<file path="src/rtl/eth_spi_pkg.sv">
// Shared constants and types for the Ethernet SPI responder.
//   SPI_BYTE_BITS     : bits per SPI byte
//   FILL_BYTE_DEFAULT : byte sent on MISO when the host has nothing queued
//   spi_state_t       : frame state (IDLE, ACTIVE)
package eth_spi_pkg;

    localparam int         SPI_BYTE_BITS     = 8;
    localparam logic [7:0] FILL_BYTE_DEFAULT = 8'hFF;

    typedef enum logic {
        IDLE   = 1'b0,
        ACTIVE = 1'b1
    } spi_state_t;

endpackage

</file>
<file path="src/rtl/spi_sync_edge.sv">
// Multi-flop synchroniser for one asynchronous SPI pin, followed by a
// single edge-detect register.
//   clk_in, rst_n : system clock, synchronous active-low reset
//   din           : asynchronous pin
//   level         : synchronised level
//   rise / fall   : single-cycle edge pulses, derived from the synchronised
//                   level and the edge-detect register
// Reset loads every flop with RESET_VAL, so an idle bus produces no edge
// when reset is released.
module spi_sync_edge #(
    parameter int   SYNC_STAGES = 2,
    parameter logic RESET_VAL   = 1'b0
) (
    input  logic clk_in,
    input  logic rst_n,
    input  logic din,
    output logic level,
    output logic rise,
    output logic fall
);

    logic [SYNC_STAGES-1:0] sync_q;
    logic                   prev_q;

    always_ff @(posedge clk_in) begin
        if (!rst_n) begin
            sync_q <= {SYNC_STAGES{RESET_VAL}};
            prev_q <= RESET_VAL;
        end else begin
            sync_q <= {sync_q[SYNC_STAGES-2:0], din};
            prev_q <= sync_q[SYNC_STAGES-1];
        end
    end

    assign level = sync_q[SYNC_STAGES-1];
    assign rise  =  level & ~prev_q;
    assign fall  = ~level &  prev_q;

endmodule

</file>
<file path="src/rtl/eth_spi_responder.sv">
// SPI mode-0 responder standing in for the Ethernet controller.
// Oversamples eth_sck/eth_cs/eth_mosi on clk_in, deserialises MOSI into
// bytes and serialises a host-supplied response stream onto MISO.
//   clk_in, rst_n      : system clock, synchronous active-low reset
//   eth_sck/cs/mosi    : asynchronous SPI inputs (cs active-low)
//   eth_miso           : serial response, idles high
//   rx_data, rx_valid  : last received byte, one-cycle update pulse
//   tx_data, tx_load   : host response byte, accepted when tx_ready=1
//   tx_ready           : one-byte response buffer is empty
//   frame_start/end    : one-cycle pulses on cs fall / rise
//   byte_count         : complete bytes in the current/last frame (saturates)
//   underrun           : sticky, FILL_BYTE was sent since frame_start
module eth_spi_responder
    import eth_spi_pkg::*;
#(
    parameter int         SYNC_STAGES = 2,
    parameter logic [7:0] FILL_BYTE   = FILL_BYTE_DEFAULT,
    parameter int         CNT_W       = 16
) (
    input  logic             clk_in,
    input  logic             rst_n,
    input  logic             eth_sck,
    input  logic             eth_cs,
    input  logic             eth_mosi,
    output logic             eth_miso,
    output logic [7:0]       rx_data,
    output logic             rx_valid,
    input  logic [7:0]       tx_data,
    input  logic             tx_load,
    output logic             tx_ready,
    output logic             frame_start,
    output logic             frame_end,
    output logic [CNT_W-1:0] byte_count,
    output logic             underrun
);

    localparam logic [2:0] LAST_BIT = 3'(SPI_BYTE_BITS - 1);

    // ---------------- input synchronisers ----------------
    logic sck_lvl_unused, sck_rise, sck_fall;
    logic cs_lvl_unused, cs_rise, cs_fall;
    logic mosi_s, mosi_rise_unused, mosi_fall_unused;

    spi_sync_edge #(.SYNC_STAGES(SYNC_STAGES), .RESET_VAL(1'b0)) u_sck (
        .clk_in(clk_in), .rst_n(rst_n), .din(eth_sck),
        .level(sck_lvl_unused), .rise(sck_rise), .fall(sck_fall)
    );

    spi_sync_edge #(.SYNC_STAGES(SYNC_STAGES), .RESET_VAL(1'b1)) u_cs (
        .clk_in(clk_in), .rst_n(rst_n), .din(eth_cs),
        .level(cs_lvl_unused), .rise(cs_rise), .fall(cs_fall)
    );

    // Same depth as the sck path, so mosi_s is aligned with sck_rise.
    spi_sync_edge #(.SYNC_STAGES(SYNC_STAGES), .RESET_VAL(1'b0)) u_mosi (
        .clk_in(clk_in), .rst_n(rst_n), .din(eth_mosi),
        .level(mosi_s), .rise(mosi_rise_unused), .fall(mosi_fall_unused)
    );

    // ---------------- frame state machine ----------------
    spi_state_t state, state_d;
    logic       do_start, do_end, do_sample, do_shift;

    always_ff @(posedge clk_in) begin
        if (!rst_n) state <= IDLE;
        else        state <= state_d;
    end

    // A cs edge wins over an sck edge in the same cycle; sck is ignored in IDLE.
    always_comb begin
        state_d   = state;
        do_start  = 1'b0;
        do_end    = 1'b0;
        do_sample = 1'b0;
        do_shift  = 1'b0;
        case (state)
            IDLE: begin
                if (cs_fall) begin
                    state_d  = ACTIVE;
                    do_start = 1'b1;
                end
            end
            ACTIVE: begin
                if (cs_rise) begin
                    state_d = IDLE;
                    do_end  = 1'b1;
                end else if (sck_rise) begin
                    do_sample = 1'b1;
                end else if (sck_fall) begin
                    do_shift = 1'b1;
                end
            end
            default: state_d = IDLE;
        endcase
    end

    // ---------------- datapath ----------------
    logic [2:0] bit_cnt;
    logic [6:0] shift_in;     // first seven bits of the byte in flight
    logic [6:0] shift_out;    // bits still to go after the one on MISO
    logic       reload_pend;
    logic       buf_full;
    logic [7:0] buf_data;
    logic       do_load;
    logic [7:0] next_byte;

    assign do_load   = do_start | (do_shift & reload_pend);
    assign next_byte = buf_full ? buf_data : FILL_BYTE;
    assign tx_ready  = ~buf_full;

    always_ff @(posedge clk_in) begin
        if (!rst_n) begin
            eth_miso    <= 1'b1;
            rx_data     <= '0;
            rx_valid    <= 1'b0;
            frame_start <= 1'b0;
            frame_end   <= 1'b0;
            byte_count  <= '0;
            underrun    <= 1'b0;
            bit_cnt     <= '0;
            shift_in    <= '0;
            shift_out   <= '0;
            reload_pend <= 1'b0;
            buf_full    <= 1'b0;
            buf_data    <= '0;
        end else begin
            rx_valid    <= 1'b0;
            frame_start <= 1'b0;
            frame_end   <= 1'b0;

            if (do_load) begin
                shift_out <= next_byte[6:0];
                eth_miso  <= next_byte[7];
            end

            if (do_start) begin
                frame_start <= 1'b1;
                byte_count  <= '0;
                bit_cnt     <= '0;
                reload_pend <= 1'b0;
                underrun    <= ~buf_full;
            end else if (do_load && !buf_full) begin
                underrun <= 1'b1;
            end

            if (do_shift) begin
                if (reload_pend) begin
                    reload_pend <= 1'b0;
                end else begin
                    shift_out <= {shift_out[5:0], 1'b0};
                    eth_miso  <= shift_out[6];
                end
            end

            if (do_sample) begin
                shift_in <= {shift_in[5:0], mosi_s};
                bit_cnt  <= bit_cnt + 3'd1;
                if (bit_cnt == LAST_BIT) begin
                    rx_data     <= {shift_in, mosi_s};
                    rx_valid    <= 1'b1;
                    reload_pend <= 1'b1;
                    if (byte_count != {CNT_W{1'b1}})
                        byte_count <= byte_count + 1'b1;
                end
            end

            // Partial byte is simply dropped: bit_cnt is cleared at next start.
            if (do_end) begin
                frame_end <= 1'b1;
                eth_miso  <= 1'b1;
            end

            // The buffer drains only when full and accepts only when empty,
            // so a same-cycle load during a drain is refused.
            if (tx_load && !buf_full) begin
                buf_full <= 1'b1;
                buf_data <= tx_data;
            end else if (do_load && buf_full) begin
                buf_full <= 1'b0;
            end
        end
    end

endmodule

</file>
<file path="config.mk">
export PLATFORM = sky130hd
export DESIGN_NAME = eth_spi_responder
export DESIGN_NICKNAME = d
export VERILOG_FILES = /design/src/rtl/eth_spi_pkg.sv /design/src/rtl/spi_sync_edge.sv /design/src/rtl/eth_spi_responder.sv
export SDC_FILE = /design/constraint.sdc
export NUM_CORES = 1
export LEC_CHECK = 0
export ABC_CLOCK_PERIOD_IN_PS = 2350
export BUFFER_PORTS_ARGS = -buffer_cell sky130_fd_sc_hd__buf_4
export CORE_ASPECT_RATIO = 1.1
export CORE_MARGIN = 3
export CORE_UTILIZATION = 30
export CTS_CLUSTER_SIZE = 20
export DETAILED_ROUTE_END_ITERATION = 10
export HOLD_SLACK_MARGIN = 0.1
export PLACE_DENSITY = 0.45
export SETUP_SLACK_MARGIN = 0.02
export SYNTH_ARGS = -nofsm -noshare
export SYNTH_HDL_FRONTEND = slang
export SYNTH_SLANG_ARGS = --single-unit
export TNS_END_PERCENT = 100
</file>
<file path="constraint.sdc">
create_clock -name clk_in -period 2.35 [get_ports clk_in]
set_input_delay 0.705 -clock clk_in [delete_from_list [all_inputs] [get_ports clk_in]]
set_output_delay 0.705 -clock clk_in [all_outputs]
set_load 0.02 [all_outputs]
</file>
* After elaboration in Yosys (flattened, before gate mapping)
Cells that the tools add are included.
** Storage, ports and cells
- Latch bits :: 0
- RAM bits :: 0
- Memories :: 0
- Register bits after elaboration :: 65
- Word-level logic and storage cells :: 84
- Input port bits :: 14
- Output and inout bits :: 30
- Bits in read-only memories :: 0
** Operators by class
- Bitwise logic cells :: 13
- Equality and inequality tests :: 2
- Divide/modulo/power cells :: 0
- Add/sub/neg operators :: 2
- Multipliers :: 0
- Order comparisons :: 0
- Reduce and logical (&&, ||, !) cells :: 10
- Muxes and demuxes :: 38
- Shifts and indexed selects :: 0
** Operators with widths (number)
- 16-bit 2-to-1 mux :: 4
- 1-bit 2-to-1 mux :: 27
- 7-bit 2-to-1 mux :: 3
- 16-bit by 1-bit adder with 16-bit output, second input constant :: 1
- 16-bit != test, second input constant :: 1
- 8-bit 2-to-1 mux :: 1
- 1-bit NOT :: 7
- 3-bit 2-to-1 mux :: 2
- 2-bit nonzero test :: 3
- 1-bit AND :: 5
- 2-bit AND reduction :: 2
- 3-bit by 1-bit adder with 3-bit output, second input constant :: 1
- 3-bit equality test, second input constant :: 1
- 1-bit logical AND :: 3
- 1-bit case mux with 2 select lines :: 1
- 2-bit OR reduction :: 1
- 1-bit logical NOT :: 1
- 1-bit bitwise OR :: 1

* Depth between registers and ports, before layout
- Depth in word-level cells :: 11
- Depth in mapped cells :: 8
- Depth with buffers taken out :: 6

* Modules after synthesis
Synthesis repeated with hierarchy kept, for this count alone.
** Second synthesis, totals
- Cell total of the unflattened synthesis :: 326
- Area total of the unflattened synthesis :: 2710.1 um2
** By module, submodules not included
- eth_spi_responder :: times used 1, area an instance 2436.1 um2, cells an instance 302, seq. area each 1141.1 um2
- spi_sync_edge :: times used 3, area an instance 91.3 um2, cells an instance 8, seq. area each 60.1 um2

* Worst setup path before layout
Ideal clock, no wire load.
- Path type :: reg-to-reg
- Start :: reg bit_cnt[0]
- End :: reg byte_count[4]
- Data arrival time :: 1.770 ns
- Path slack :: 0.506 ns
- Clock period less this slack :: 1.844 ns
- Library setup time :: 0.074 ns
- Cell stages (with the launch flop) :: 8
- Data required time :: 2.276 ns
- Path buffers :: 1
- Cells stage by stage :: dfxtp_1 -> ha_1 -> ha_1 -> nand3b_1 -> or3_4 -> buf_6 -> or4_1 -> a31oi_1
** Between the ends
- Word-level cells in the longest chain between the ends :: 3
** RTL lines
- start: declaration :: line eth_spi_responder.sv:98 : logic [2:0] bit_cnt;
- start signal: assignment :: line eth_spi_responder.sv:157 : bit_cnt <= bit_cnt + 3'd1;
- 3-bit equality test :: line eth_spi_responder.sv:158 : if (bit_cnt == LAST_BIT) begin
- 16-bit 2-to-1 mux :: line eth_spi_responder.sv:158
- 16-bit 2-to-1 mux :: line eth_spi_responder.sv:155 : if (do_sample) begin
- end signal: assignment :: line eth_spi_responder.sv:163 : byte_count <= byte_count + 1'b1;
- end: declaration :: line eth_spi_responder.sv:33 : output logic [CNT_W-1:0] byte_count,
Every way passes these cells.
A chain may end at the register's enable or synchronous reset.

* Worst setup path after layout
- Start :: reg bit_cnt[0]
- End :: reg byte_count[6]
Same word-level chain as after synthesis.

==> impl.org <==
** Outcome
- The run finished with clean final reports.

** GRT
- The total overflow left after global routing is 0.
- Overall fraction of global-route tracks in use :: 0.140
- Initial antenna violation count :: 0
- Number of global-route vias before repair :: 2,354
- The first global-routing pass estimated 11.8 mm of wire.
- Pin count of the biggest net entering global routing :: 37

** Worst setup path
- STA classifies the critical path endpoint as a register.
- Critical Setup Path Class :: reg2reg
- At the worst endpoint, the required time is 2.61 ns.
- Data arrives at the worst endpoint at 2.32 ns.
- The worst setup path is launched from a register.
- Biggest fanout along the worst timing path :: 29

** Synthesis
- Top cells by count, synth :: sky130_fd_sc_hd__dfxtp_1 (65), sky130_fd_sc_hd__nand2_1 (57), sky130_fd_sc_hd__a21oi_1 (21)
- Area share of the largest cell type after synthesis :: 0.468
- The share of the Yosys chip area taken by registers is 0.468.
- Net count of the mapped netlist :: 338
- Yosys warning total :: 0
- Main area contributors after synthesis :: sky130_fd_sc_hd__dfxtp_1 (47%), sky130_fd_sc_hd__nand2_1 (7.7%), sky130_fd_sc_hd__mux2i_1 (4.7%)
- Among all flip-flop cells after synthesis, the most frequent one is sky130_fd_sc_hd__dfxtp_1.
- Post-Synthesis Mean Instance Area :: 8.66 um^2
- Synthesis inferred 65 register bits.
- Fraction of synthesis flops using an asynchronous set or reset pin :: 0
- Counting distinct cell types in the post-synthesis netlist gives 55.
- Largest area contributor in the netlist :: sky130_fd_sc_hd__dfxtp_1
- In the post-synthesis netlist, the cell with the most instances is sky130_fd_sc_hd__dfxtp_1.
- Area of the mapped netlist :: 0.00278 mm^2
- Number of enable-type register cells in the synthesized netlist :: 0
- Synthesis produced 321 cells.

** STA
- RSZ-0062 raised after global routing :: no
- The clock period could shrink to 2.05 ns.
- Layout Skew :: 0.0102 ns
- Remaining max-slew budget at the tightest pin :: 0.617
- Fmax achieved :: 487 MHz
- Setup violation total in the final timing report :: 0
- The total count of hold-check failures in the final report came to 0.
- Post-route fraction of the period consumed by the critical path :: 0.874
- Final slew viol count :: 0
- Final hold analysis gives a worst-case slack of 0.420 ns.
- Setup total negative slack on the finished layout was measured at 0 ns.
- At the pin with the least slew margin, the transition time is 0.571 ns.

** Power and ir drop
- Power density over the cells :: 649 mW/mm^2
- VDD IR-drop max :: 0.256 mV
- The design draws 2.22 mW.
- Static Leak :: 1.34 nW

** Finish
- For this run, the post-layout net count is 377.
- Antenna fix cells :: 0
- Final design utilization :: 0.381
- Synthesis-to-layout area growth :: 23.0%
- Layout cells sized above 1 :: 0.205
- Number of cells in the finished layout apart from fillers :: 479

** Route
- The first detailed-routing pass took 5 iterations.
- Mean routed wirelength per cell :: 14.5 um
- Post-DRT Antenna Nets :: 0
- After detailed routing, the number of remaining DRC violations is 0.
- Number of vias per cell after detailed routing :: 5.03
- DR iter-0 viols :: 91
- DR vias :: 2,410
- The final layout contains routed wiring with a total length of 6.96 mm.

** Place
- Routability congestion estimate :: 0.745
- Number of port buffers :: 43
- Number of cells after detailed placement :: 463
- Summed over all nets, the half-perimeter wirelength after detailed placement is 4.58 mm.

** Hold path
- Hold crit path type :: reg2reg

** Clock tree
- Clock latency on the worst-skew pair, taken at its later pin, is 0.34 ns.
- The H-tree generated during clock tree synthesis spans 3 levels.
- TritonCTS built the clock tree.
- Setup fix buffers added after clock tree synthesis :: 0
- The root buffer cell chosen for the clock tree is sky130_fd_sc_hd__clkbuf_8.
- CTS Hold Bufs :: 0
- After clock tree synthesis, the clock-pin slew on the worst setup and hold paths is 0.07 ns.
- Counting every sink on the clock net gives 65.
- Maximum clock insertion buffer count :: 2
- TritonCTS created 9 clock buffers.
- Total of cells resized after clock tree synthesis :: 0

** Floorplanning
- Horiz. Die Dim :: 97.8 um
- # rows :: 36
- Die Y-Extent :: 107 um
- The total area inside the core boundary comes to 0.00896 mm^2.
- During I/O placement, the number of pins put on the boundary was 44.
- Floorplan die area :: 0.0105 mm^2
- The initial utilization of the core area, before any placement, comes to 0.310.

** Flow run
- Max capacitance violation total :: 0
[cell type report]
| cell class | instances | area, um^2 |
|---|---|---|
| Clock buffer | 11 | 141 |
| Timing Repair Buffer | 51 | 395 |
| Clock inverter | 5 | 55.1 |
| Tap cell | 114 | 143 |
| Multi-Input combinational cell | 226 | 1360 |
| Fill cell | 946 | 5550 |
| Inverter | 7 | 26.3 |
| Sequential cell | 65 | 1300 |
[where the power goes]
part / internal (mW) / switching, mW
Clock: 0.516 / 0.443
Sequential: 1.13 / 0.0154
Combinational: 0.0493 / 0.0691
Total: 1.69 / 0.528
[metal layers]
layer / global-route usage / part of all wire / wire length [um]
met1: 0.191 / 0.51 / 3520
met2: 0.215 / 0.44 / 3050
met3: 0.0364 / 0.041 / 283
met4: 0.0504 / 0.016 / 108
met5: 0 / 0 / 0
[per-stage QoR]
stage	instance area (um^2)	setup WS (ns)
finish	3420	0.296
global route	3420	0.188
CTS	3420	0.285
detailed placement	3220	0.300
global placement	3220	0.327
floorplan	2780	0.506
[cells in the final DEF (no fill, tap or decap), types with 5 or more instances in the layout]
cell type	Yosys	final
sky130_fd_sc_hd__dfxtp_1	65	65
sky130_fd_sc_hd__nand2_1	57	57
sky130_fd_sc_hd__buf_4	1	50
sky130_fd_sc_hd__a21oi_1	21	21
sky130_fd_sc_hd__nor2_1	19	19
sky130_fd_sc_hd__mux2i_1	13	13
sky130_fd_sc_hd__a31oi_1	11	11
sky130_fd_sc_hd__o21ai_0	10	10
sky130_fd_sc_hd__nand3_1	10	10
sky130_fd_sc_hd__clkbuf_8	0	10
sky130_fd_sc_hd__and2_1	7	7
sky130_fd_sc_hd__inv_1	6	6
sky130_fd_sc_hd__nand2b_1	6	6
sky130_fd_sc_hd__nor4_1	5	5
[state kept, by name (all words and copies together), names as in the netlist, 2 cells and up]
signal         cells
byte_count        16
u_cs.sync_q        2
rx_data            8
bit_cnt            3
u_sck.sync_q       2
shift_out          7
shift_in           7
u_mosi.sync_q      2
buf_data           8
[cells by family (layout without fill, tap and decap cells)]
| kind of cell | count (synthesis) | in the layout | synth area share |
|---|---|---|---|
| compound gates | 70 | 70 | 0.163 |
| flops | 65 | 65 | 0.468 |
| simple gates | 138 | 138 | 0.255 |
| fa+ha+maj | 4 | 4 | 0.0171 |
| buf+inv | 30 | 74 | 0.0459 |
| mux | 14 | 14 | 0.0509 |
[worst paths after layout]
kind / startpoint / end / slack (ns) / depth (start not counted)
worst min register to register: u_cs.sync_q[0]$_SDFF_PN1_ / u_cs.sync_q[1]$_SDFF_PN1_ / 0.42 / 1
worst max-delay path: bit_cnt[0]$_SDFFE_PN0P_ / byte_count[6]$_SDFF_PN0_ / 0.30 / 6
worst max register to register: bit_cnt[0]$_SDFFE_PN0P_ / byte_count[6]$_SDFF_PN0_ / 0.30 / 6
worst min-delay path: u_cs.sync_q[0]$_SDFF_PN1_ / u_cs.sync_q[1]$_SDFF_PN1_ / 0.42 / 1
[worst max-delay path: stages, from the launching register on]
cell and delay [ns]:
sky130_fd_sc_hd__dfxtp_1 0.35, sky130_fd_sc_hd__ha_1 0.16, sky130_fd_sc_hd__ha_1 0.16, sky130_fd_sc_hd__nand3b_1 0.11, sky130_fd_sc_hd__or3_4 0.50, sky130_fd_sc_hd__or4_1 0.55
sky130_fd_sc_hd__a31oi_1 0.16
Note: power is estimated with default switching activity, not from simulation.
